### src/rtl/wb_arb_pkg.sv
// ---------------------------------------------------------------------------
// wb_arb_pkg
// Shared definitions for the two-master round-robin Wishbone arbiter.
//   - Arbiter state encoding. The encoding doubles as the one-hot grant
//     vector: OWN0 -> 2'b01, OWN1 -> 2'b10, IDLE -> 2'b00.
//   - Default slave-response timeout (used only when WB_ARB_TIMEOUT_EN is
//     defined).
//   - Byte-select width derivation from the data width.
// ---------------------------------------------------------------------------
package wb_arb_pkg;

   localparam logic [1:0] STATE_IDLE = 2'd0;
   localparam logic [1:0] STATE_OWN0 = 2'd1;
   localparam logic [1:0] STATE_OWN1 = 2'd2;

   typedef enum logic [1:0] {
      ST_IDLE = STATE_IDLE,
      ST_OWN0 = STATE_OWN0,
      ST_OWN1 = STATE_OWN1
   } arb_state_e;

   localparam int unsigned TIMEOUT_CYCLES_DEF = 32'd255;

   // One select bit per byte lane.
   function automatic int unsigned sel_width(input int unsigned data_width);
      return data_width / 32'd8;
   endfunction

endpackage

### src/rtl/wb_arb_timeout.sv
// ---------------------------------------------------------------------------
// wb_arb_timeout
// Stall counter for the arbiter. Counts consecutive cycles in which the
// granted master has STB asserted and the slave has returned neither ACK nor
// ERR. On the TIMEOUT_CYCLES-th such cycle it raises expire_o for that cycle
// only and the count restarts from zero.
//
// Ports:
//   clk_i      wb clock
//   reset_n_i  synchronous active-low reset
//   active_i   an owner is granted and is driving STB this cycle
//   resp_i     slave ACK or ERR this cycle
//   expire_o   timeout pulse (combinational from the count)
// ---------------------------------------------------------------------------
module wb_arb_timeout
   import wb_arb_pkg::*;
#(
   parameter int unsigned TIMEOUT_CYCLES = TIMEOUT_CYCLES_DEF
) (
   input  logic clk_i,
   input  logic reset_n_i,
   input  logic active_i,
   input  logic resp_i,
   output logic expire_o
);

   localparam int unsigned CNT_W = $clog2(TIMEOUT_CYCLES + 32'd1);
   // Count holds the number of stalled cycles already completed, so the
   // current cycle is the last allowed one when the count equals LIMIT-1.
   localparam logic [CNT_W-1:0] LAST_C = CNT_W'(TIMEOUT_CYCLES - 32'd1);
   localparam logic [CNT_W-1:0] ONE_C  = CNT_W'(32'd1);

   logic [CNT_W-1:0] cnt_q;
   logic [CNT_W-1:0] cnt_d;
   logic             expire_s;

   // Next count and expiry decode.
   always_comb begin
      cnt_d    = '0;
      expire_s = 1'b0;
      if (active_i && !resp_i) begin
         if (cnt_q == LAST_C) begin
            expire_s = 1'b1;
            cnt_d    = '0;
         end else begin
            cnt_d = cnt_q + ONE_C;
         end
      end else begin
         cnt_d = '0;
      end
   end

   // Stall counter register.
   always_ff @(posedge clk_i) begin
      if (!reset_n_i) begin
         cnt_q <= '0;
      end else begin
         cnt_q <= cnt_d;
      end
   end

   assign expire_o = expire_s;

endmodule

### src/rtl/wb_arbiter_rr2.sv
// ---------------------------------------------------------------------------
// wb_arbiter_rr2
// Two-master / one-slave Wishbone classic arbiter with round-robin fairness.
// The grant is held for the owner's whole CYC, so bursts are never
// interleaved. Masters always pass through IDLE between owners, giving one
// cycle of arbitration latency and a one-cycle gap between owners.
//
// Ports:
//   i_clk, i_reset_n           wb clock, synchronous active-low reset
//   i_m{0,1}_cyc/stb/we/sel/adr/dat   master requests
//   o_m{0,1}_dat/ack/err       master responses (read data broadcast,
//                              ack/err only to the owner)
//   o_s_cyc/stb/we/sel/adr/dat slave request (owner's signals, 0 in IDLE)
//   i_s_dat/ack/err            slave response
//   o_grant                    one-hot owner, 00 = idle
//
// Optional feature (macro WB_ARB_TIMEOUT_EN): a slave that stalls STB for
// TIMEOUT_CYCLES cycles is cut off; the owner gets a one-cycle ERR, CYC/STB
// are forced low for that cycle and the bus returns to IDLE.
// ---------------------------------------------------------------------------
module wb_arbiter_rr2
   import wb_arb_pkg::*;
#(
   parameter int unsigned ADDR_WIDTH     = 32'd32,
   parameter int unsigned DATA_WIDTH     = 32'd32,
   parameter int unsigned TIMEOUT_CYCLES = TIMEOUT_CYCLES_DEF,
   localparam int unsigned SEL_WIDTH     = sel_width(DATA_WIDTH)
) (
   input  logic                  i_clk,
   input  logic                  i_reset_n,
   input  logic                  i_m0_cyc,
   input  logic                  i_m0_stb,
   input  logic                  i_m0_we,
   input  logic [SEL_WIDTH-1:0]  i_m0_sel,
   input  logic [ADDR_WIDTH-1:0] i_m0_adr,
   input  logic [DATA_WIDTH-1:0] i_m0_dat,
   output logic [DATA_WIDTH-1:0] o_m0_dat,
   output logic                  o_m0_ack,
   output logic                  o_m0_err,
   input  logic                  i_m1_cyc,
   input  logic                  i_m1_stb,
   input  logic                  i_m1_we,
   input  logic [SEL_WIDTH-1:0]  i_m1_sel,
   input  logic [ADDR_WIDTH-1:0] i_m1_adr,
   input  logic [DATA_WIDTH-1:0] i_m1_dat,
   output logic [DATA_WIDTH-1:0] o_m1_dat,
   output logic                  o_m1_ack,
   output logic                  o_m1_err,
   output logic                  o_s_cyc,
   output logic                  o_s_stb,
   output logic                  o_s_we,
   output logic [SEL_WIDTH-1:0]  o_s_sel,
   output logic [ADDR_WIDTH-1:0] o_s_adr,
   output logic [DATA_WIDTH-1:0] o_s_dat,
   input  logic [DATA_WIDTH-1:0] i_s_dat,
   input  logic                  i_s_ack,
   input  logic                  i_s_err,
   output logic [1:0]            o_grant
);

   arb_state_e state_q;
   arb_state_e state_d;
   logic       ptr_q;      // 0: m0 wins the next contention, 1: m1 wins
   logic       ptr_d;
   logic       own_cyc_s;
   logic       own_stb_s;
   logic       expire_s;
   logic       own0_s;
   logic       own1_s;

   // State and priority pointer registers.
   always_ff @(posedge i_clk) begin
      if (!i_reset_n) begin
         state_q <= ST_IDLE;
         ptr_q   <= 1'b0;
      end else begin
         state_q <= state_d;
         ptr_q   <= ptr_d;
      end
   end

   // Next-state logic; the pointer only moves when both masters contend.
   always_comb begin
      state_d = state_q;
      ptr_d   = ptr_q;
      case (state_q)
         ST_IDLE: begin
            if (i_m0_cyc && i_m1_cyc) begin
               if (ptr_q) begin
                  state_d = ST_OWN1;
               end else begin
                  state_d = ST_OWN0;
               end
               ptr_d = ~ptr_q;
            end else if (i_m0_cyc) begin
               state_d = ST_OWN0;
            end else if (i_m1_cyc) begin
               state_d = ST_OWN1;
            end else begin
               state_d = ST_IDLE;
            end
         end
         ST_OWN0: begin
            if (!i_m0_cyc || expire_s) begin
               state_d = ST_IDLE;
            end else begin
               state_d = ST_OWN0;
            end
         end
         ST_OWN1: begin
            if (!i_m1_cyc || expire_s) begin
               state_d = ST_IDLE;
            end else begin
               state_d = ST_OWN1;
            end
         end
         default: begin
            state_d = ST_IDLE;
         end
      endcase
   end

   // Request mux: owner's signals to the slave, all zero when idle.
   always_comb begin
      own_cyc_s = 1'b0;
      own_stb_s = 1'b0;
      o_s_we    = 1'b0;
      o_s_sel   = '0;
      o_s_adr   = '0;
      o_s_dat   = '0;
      case (state_q)
         ST_OWN0: begin
            own_cyc_s = i_m0_cyc;
            own_stb_s = i_m0_stb;
            o_s_we    = i_m0_we;
            o_s_sel   = i_m0_sel;
            o_s_adr   = i_m0_adr;
            o_s_dat   = i_m0_dat;
         end
         ST_OWN1: begin
            own_cyc_s = i_m1_cyc;
            own_stb_s = i_m1_stb;
            o_s_we    = i_m1_we;
            o_s_sel   = i_m1_sel;
            o_s_adr   = i_m1_adr;
            o_s_dat   = i_m1_dat;
         end
         default: begin
            own_cyc_s = 1'b0;
         end
      endcase
   end

`ifdef WB_ARB_TIMEOUT_EN
   wb_arb_timeout #(
      .TIMEOUT_CYCLES (TIMEOUT_CYCLES)
   ) u_timeout (
      .clk_i     (i_clk),
      .reset_n_i (i_reset_n),
      .active_i  (own_cyc_s & own_stb_s),
      .resp_i    (i_s_ack | i_s_err),
      .expire_o  (expire_s)
   );
`else
   // No timeout: wait for the slave indefinitely. The parameter is kept so
   // both builds share one instantiation interface.
   assign expire_s = 1'b0 && (TIMEOUT_CYCLES != 32'd0);
`endif

   // A timeout cuts the cycle off at the slave for the error cycle.
   assign o_s_cyc = own_cyc_s & ~expire_s;
   assign o_s_stb = own_stb_s & ~expire_s;

   assign own0_s  = (state_q == ST_OWN0);
   assign own1_s  = (state_q == ST_OWN1);
   assign o_grant = {own1_s, own0_s};

   // Read data is broadcast; strobed responses only reach the owner, so a
   // stray slave ack while idle is dropped.
   assign o_m0_dat = i_s_dat;
   assign o_m1_dat = i_s_dat;
   assign o_m0_ack = own0_s & i_s_ack;
   assign o_m1_ack = own1_s & i_s_ack;
   assign o_m0_err = own0_s & (i_s_err | expire_s);
   assign o_m1_err = own1_s & (i_s_err | expire_s);

endmodule

### config.mk
export PLATFORM = sky130hd
export DESIGN_NAME = wb_arbiter_rr2
export DESIGN_NICKNAME = d
export VERILOG_FILES = /design/src/rtl/wb_arb_pkg.sv /design/src/rtl/wb_arb_timeout.sv /design/src/rtl/wb_arbiter_rr2.sv
export SDC_FILE = /design/constraint.sdc
export NUM_CORES = 1
export LEC_CHECK = 0
export BUFFER_PORTS_ARGS = -buffer_cell sky130_fd_sc_hd__clkbuf_2
export CORE_AREA = 2 2 123 125
export CTS_CLUSTER_SIZE = 25
export DETAILED_ROUTE_END_ITERATION = 16
export DIE_AREA = 0 0 125 127
export PLACE_DENSITY = 0.44
export SYNTH_ARGS = -nofsm -noshare
export SYNTH_HDL_FRONTEND = slang
export SYNTH_HIERARCHICAL = 1
export SYNTH_SLANG_ARGS = --single-unit
### constraint.sdc
create_clock -name i_clk -period 1.65 [get_ports i_clk]
set_input_delay 0.0825 -clock i_clk [delete_from_list [all_inputs] [get_ports i_clk]]
set_output_delay 0.0825 -clock i_clk [all_outputs]
set_load 0.02 [all_outputs]
==> results of run 1 <==
==> cells in the final DEF (no fill, tap or decap), drive strengths merged, types with 2 or more instances in the layout <==
cell,n
a21oi,2
a22oi,71
ha,5
and2,5
dfxtp,3
buf,76
inv,2
nor2b,71
clkbuf,166
==> worst max-delay path: cells and delay by family, from the launching register on <==
kind	cells	cell delay, ns
adder cells (fa/ha/maj)	1	0.29
flip-flops	1	0.36
buffers and inverters	4	0.49
AND/OR/NAND/NOR	1	0.14
==> state kept, by name, summed over array words and instances, names as in the netlist <==
| register | flops |
|---|---|
| state_q | 2 |
| ptr_q | 1 |
==> power breakdown <==
part / switching, mW / internal, mW / total, mW
Sequential: 0.00818 / 0.0787 / 0.0869
Combinational: 0.469 / 0.553 / 1.02
Clock: 0.0695 / 0.319 / 0.389
==> what timing repair did <==
item / CTS / global route
endpoints found under the setup margin: 71 / 49
gates resized for setup: 19 / 140
setup buffers: 0 / 3
pin swaps: 1 / 1
cloned: 1 / 6
==> kinds of logic (layout without fill, tap and decap cells) <==
group	after synthesis	count (layout)	share of synthesized area
buffers and inverters	91	244	0.355
DFF	3	3	0.0326
and+or+nand+nor	81	81	0.279
AOI/OAI and AO/OA	73	73	0.295
xor gates and xnor gates	1	1	0.00476
adders and majority gates	5	5	0.0340
==> cell type report <==
| type | count | area (um^2) |
|---|---|---|
| inverters | 2 | 10.0 |
| repair buffers | 238 | 1550 |
| clock buffers | 4 | 78.8 |
| well taps | 184 | 230 |
| multi-input cells | 160 | 1270 |
| fillers | 1599 | 11200 |
| flip-flops and latches | 3 | 67.6 |
==> through the flow <==
step	instance area, um^2	util	hold WS, ns	setup slack [ns]
floorplan	1840	-	0.204	0.225
global placement	2660	0.185	0.165	0.172
detailed placement	2660	0.185	0.165	0.145
CTS	2840	0.197	0.0950	0.00782
global route	3200	0.222	0.124	-0.0481
finish	3200	0.222	0.0973	0.0353
==> per-layer routing <==
layer	track usage	vias to the layer above	share of wire
li1	-	1132	-
met1	0.0906	1089	0.35
met2	0.155	161	0.53
met3	0.0188	32	0.086
met4	0.0333	0	0.036
met5	0	-	0
==> how the worst max path moves through the flow <==
stage | depth (start not counted) | end | slack, ns
6_report | 6 | o_s_adr[15] | 0.04
5_1_grt | 6 | o_s_dat[9] | -0.05
4_1_cts | 5 | o_s_adr[3] | 0.008
3_5_place_dp | 5 | o_s_adr[3] | 0.14
3_3_place_gp | 5 | o_s_adr[3] | 0.17
2_1_floorplan | 4 | o_s_adr[0] | 0.23
==> Yosys cell counts <==
master / n / area [um^2]
nor2b_1: 71 / 444
ha_1: 5 / 62.6
clkbuf_1: 8 / 30.0
xnor2_1: 1 / 8.76
buf_6: 6 / 67.6
nand2_1: 1 / 3.75
buf_2: 6 / 30.0
buf_4: 69 / 518
dfxtp_1: 3 / 60.1
and2_1: 5 / 31.3
a21oi_1: 2 / 10.0
nor4bb_1: 1 / 10.0
and4bb_2: 1 / 12.5
a22oi_1: 71 / 533
nand2b_1: 1 / 6.26
nand3_1: 1 / 5.00
inv_1: 2 / 7.51
==> out/qor.txt, run 1 <==
Outcome -> finished clean
Static Leak -> 1.49 nW
Layout Skew -> 0.000773 ns
Share of post-route cells with drive strength above 1 -> 0.688
Reg2reg path depth -> 5
Antenna cells -> 0
DRT Pass-1 Iters -> 4
CTS max path bufs -> 2
CP peak stage delay -> 0.36 ns
Hold Vio Cnt, Final -> 0
Hold Crit Depth -> 2
Number of routed nets with antenna violations -> 0
PwrDens -> 468 nW/um^2
Setup violations, final -> 0
Antenna violations before repair -> 0
Setup CP Type -> register to output port
Synth Register Bits -> 3
Arr. time, crit path -> 1.53 ns
Fin crit share -> 0.979
Max Clk Rate -> 619 MHz
Core area -> 14400 um^2
Mapped Cells -> 254
Vias in the first global route -> 2254
CP max-delay cell -> dfxtp_4
Hold buffer count at cts -> 0
Critical path, cell by cell -> inv_2 > ha_4 > buf_6 > clkbuf_16 > nor2b_1 > buf_4
Clock root buffer -> clkbuf_16
CTS HTree Levels -> 1
Setup TNS -> 0 ns
Worst vdd ir -> 226 uV
Syn Area/Cell -> 7.25 um^2
Slew headroom -> 0.795
Input/output buffers -> 222
Drt wl/cell -> 14.5 um
Number of max-cap violations -> 0
Nets -> 591
Critical path launch point type -> register
RSZ-0062 raised after global routing -> true
HPWL Detailed -> 5940 um
Tot Pwr -> 1.50 mW
Reg-to-Reg End -> state_q[0]
Chip width -> 125 um
Seq/Total Area, Yosys -> 0.0326
Dpl cells -> 577
Hold endpoint -> ptr_q
Min-Delay Startpoint -> i_reset_n
Die area -> 15900 um^2
Layout area overhead -> 74.0%
Critical path origin -> state_q[1]
Grt total ovfl -> 0
CP Capture Type -> output port
Least-Margin Pin Slew -> 0.307 ns
Hold Crit Class -> input pin to register
CTS tree -> yes
Largest net degree at the start of global routing -> 43
Final wirelength -> 8560 um
Clk_lat worst skew -> 0.22 ns
DIE HEIGHT -> 127 um
Cell row count -> 44
Crit path time final -> 1.61 ns
CTS Buf Count -> 3
I/O pin cnt -> 319
Initial Utilization -> 0.128
Placer Congestion -> 0.774
FF-to-FF setup slack -> 0.40 ns
First-pass GRT wire length -> 11100 um
GRT Total Usage -> 0.0829
Clk slew on worst S/H paths -> 0.03 ns
Final Max Tran Viols -> 0
DRC errors left -> 0
Synth warnings -> 6
Count of different cell masters after synthesis -> 17
Clk sink count -> 3
Req. time, crit path -> 1.57 ns
1st-iter DRT viols -> 80
Crit-path max FO -> 10
Reg2reg start -> state_q[1]
Vias per cell -> 4.08
Non-filler instance count after layout -> 591
Syn nets -> 437
Vias post-DR -> 2414
Synthesized area -> 1840 um^2
(Power assumes the default switching activity.)
==> inputs of run 2 (changes only) <==
Settings changed: ABC_AREA set to 1, CORE_AREA 2 2 123 125 to 2 2 124 126, CTS_CLUSTER_SIZE 25 to 30, DIE_AREA 0 0 125 127 to 0 0 126 128.
==> out/qor.txt, run 2 <==
Count of different cell masters after synthesis -> 14
Biggest regs -> state_q (2), ptr_q (1)
Worst vdd ir -> 337 uV
Fin crit share -> 0.967
Layout area overhead -> 68.5%
Area leader, netlist -> nand2_1
Setup CP Type -> register to output port
Number of flip-flops in the largest register -> 2
Least-Margin Pin Slew -> 0.210 ns
List of most frequent post-synthesis cells -> 153 x nand2_1, 73 x buf_4, 53 x a21oi_1, 20 x a21oi_2, 10 x inv_1
Top FF cell, synth -> dfxtp_1
Bufs and invs on worst path -> 4
Vias per cell -> 3.74
CTS max path bufs -> 2
Die area -> 16100 um^2
Clk slew on worst S/H paths -> 0.03 ns
Asr flop ratio synth -> 0
CTS HTree Levels -> 1
Setup TNS -> 0 ns
Tot Pwr -> 1.53 mW
Syn nets -> 521
Vias in the first global route -> 2212
CP peak stage delay -> 0.35 ns
Setup violations, final -> 0
Share of post-route cells with drive strength above 1 -> 0.562
Seq/Total Area, Yosys -> 0.0319
Chip width -> 126 um
Placed cell area -> 2670 um^2
Layout Skew -> 0.00311 ns
Area contributors post-synth -> nand2_1 31%, buf_4 29%, a21oi_1 14%
Arr. time, crit path -> 1.51 ns
Most frequent cells in the layout -> 185 x clkbuf_2, 153 x nand2_1, 49 x a21oi_1
Synth warnings -> 6
Final hold slack -> 0.0923 ns
Fillers -> 1764
DIE HEIGHT -> 128 um
Stages on the worst setup path -> 7
Share of the synthesized area in the top cell type -> 0.305
Count leader, synth -> nand2_1
Reg2reg path depth -> 5
Nets -> 682
CP Capture Type -> output port
HPWL Detailed -> 6190 um
CP max-delay cell -> dfxtp_2
PwrDens -> 483 nW/um^2
Final Cell Area -> 3170 um^2
Largest net degree at the start of global routing -> 40
1st-iter DRT viols -> 95
Clock root buffer -> clkbuf_16
GRT Total Usage -> 0.0853
Core area -> 14900 um^2
Most common cell after layout, fill and taps aside -> clkbuf_2
Antenna violations before repair -> 0
Vias post-DR -> 2569
Final Max Tran Viols -> 0
Hold Crit Depth -> 3
Req. time, crit path -> 1.57 ns
Number of routed nets with antenna violations -> 0
Grt total ovfl -> 0
Clk sink count -> 3
Clk_lat worst skew -> 0.22 ns
Critical path, cell by cell -> inv_4 > ha_4 > buf_6 > buf_12 > nand2_1 > a21oi_1 > buf_2
Initial Utilization -> 0.127
Number of max-cap violations -> 0
Hold Crit Class -> input pin to register
Crit path time final -> 1.60 ns
Crit-path max FO -> 10
Static Leak -> 1.56 nW
Top cell family by delay on the critical path -> buffers and inverters
First-pass GRT wire length -> 11300 um
Post-placement worst setup slack -> 0.193 ns
Hold Vio Cnt, Final -> 0
Drt wl/cell -> 14.3 um
Mapped Cells -> 338
Syn Area/Cell -> 5.57 um^2
Max Clk Rate -> 627 MHz
CTS tree -> yes
Synth Register Bits -> 3
I/O pin cnt -> 319
DRT Pass-1 Iters -> 4
DRC errors left -> 0
Critical path launch point type -> register
Slew headroom -> 0.860
Biggest register -> state_q
Input/output buffers -> 222
Placer Congestion -> 0.783
Antenna cells -> 0
Number of synthesized flops with an enable pin -> 0
Final WS setup -> 0.0549 ns
CTS Buf Count -> 3
Synthesized area -> 1880 um^2
Final wirelength -> 9830 um
Cell row count -> 45
Outcome -> finished clean
## run 2: changes by cell type after synthesis, moves of 3 or more
cell	delta
buf_6	+3
a21oi_1	+51
a22oi_1	-71
nand2_1	+152
and2_1	-5
buf_4	+4
nor2b_1	-71
inv_1	+8
clkbuf_1	-7
a21oi_2	+20
## run 2: final timing paths
path                            startpoint  slack (ns)          end
worst min-delay path             i_reset_n        0.09        ptr_q
worst min register to register       ptr_q        0.54        ptr_q
worst max-delay path            state_q[1]        0.05  o_s_dat[13]
worst max register to register  state_q[0]        0.45   state_q[1]
## run 2: cell type report
cell class / instances / area [um^2] / share of cell area
Inverter: 11 / 48.8 / 0.0154
Tap cell: 188 / 235 / 0.0742
Timing Repair Buffer: 245 / 1600 / 0.503
Sequential cell: 3 / 62.6 / 0.0197
Multi-Input combinational cell: 235 / 1150 / 0.363
Clock buffer: 4 / 78.8 / 0.0249
## run 2: power breakdown
group,total (mW),internal (mW),switching (mW)
Combinational,1.05,0.470,0.584
Clock,0.386,0.319,0.0671
Sequential,0.0899,0.0804,0.00946
## run 2: per-stage QoR
stage                     std cells  utilization
after CTS                       670        0.185
after floorplan                 338            -
after global placement          666        0.179
final                           686        0.213
after global routing            686        0.213
after detailed placement        666        0.179
## run 2: repair_timing
| item | 4_1_cts | 5_1_grt |
|---|---|---|
| buffers inserted | 0 | 3 |
| setup endpoints to repair | 31 | 71 |
| gates resized for setup | 4 | 73 |
| pin swaps | 0 | 3 |
| hold buffers | 0 | 0 |
| cloned | 0 | 13 |
## run 2: routing by layer
layer,global-route usage,vias to the layer above,share of wire
li1,-,1321,-
met1,0.102,1122,0.42
met2,0.155,115,0.51
met3,0.0196,11,0.067
met4,0.0181,0,0.0058
met5,0,-,0
## run 2: cells by family (layout without fill, tap and decap cells)
group                    Yosys count  in the layout  share of synthesized area
adder cells (fa/ha/maj)            5              5                     0.0332
flip-flops                         3              3                     0.0319
AO/OA/AOI/OAI                     73             73                      0.234
buffers and inverters            100            260                      0.385
AND/OR/NAND/NOR                  157            157                      0.316
## run 2: tightest hold or removal path, stage by stage
cell      delay, ns
clkbuf_2       0.09
nand2_1        0.06
nor2_1         0.03
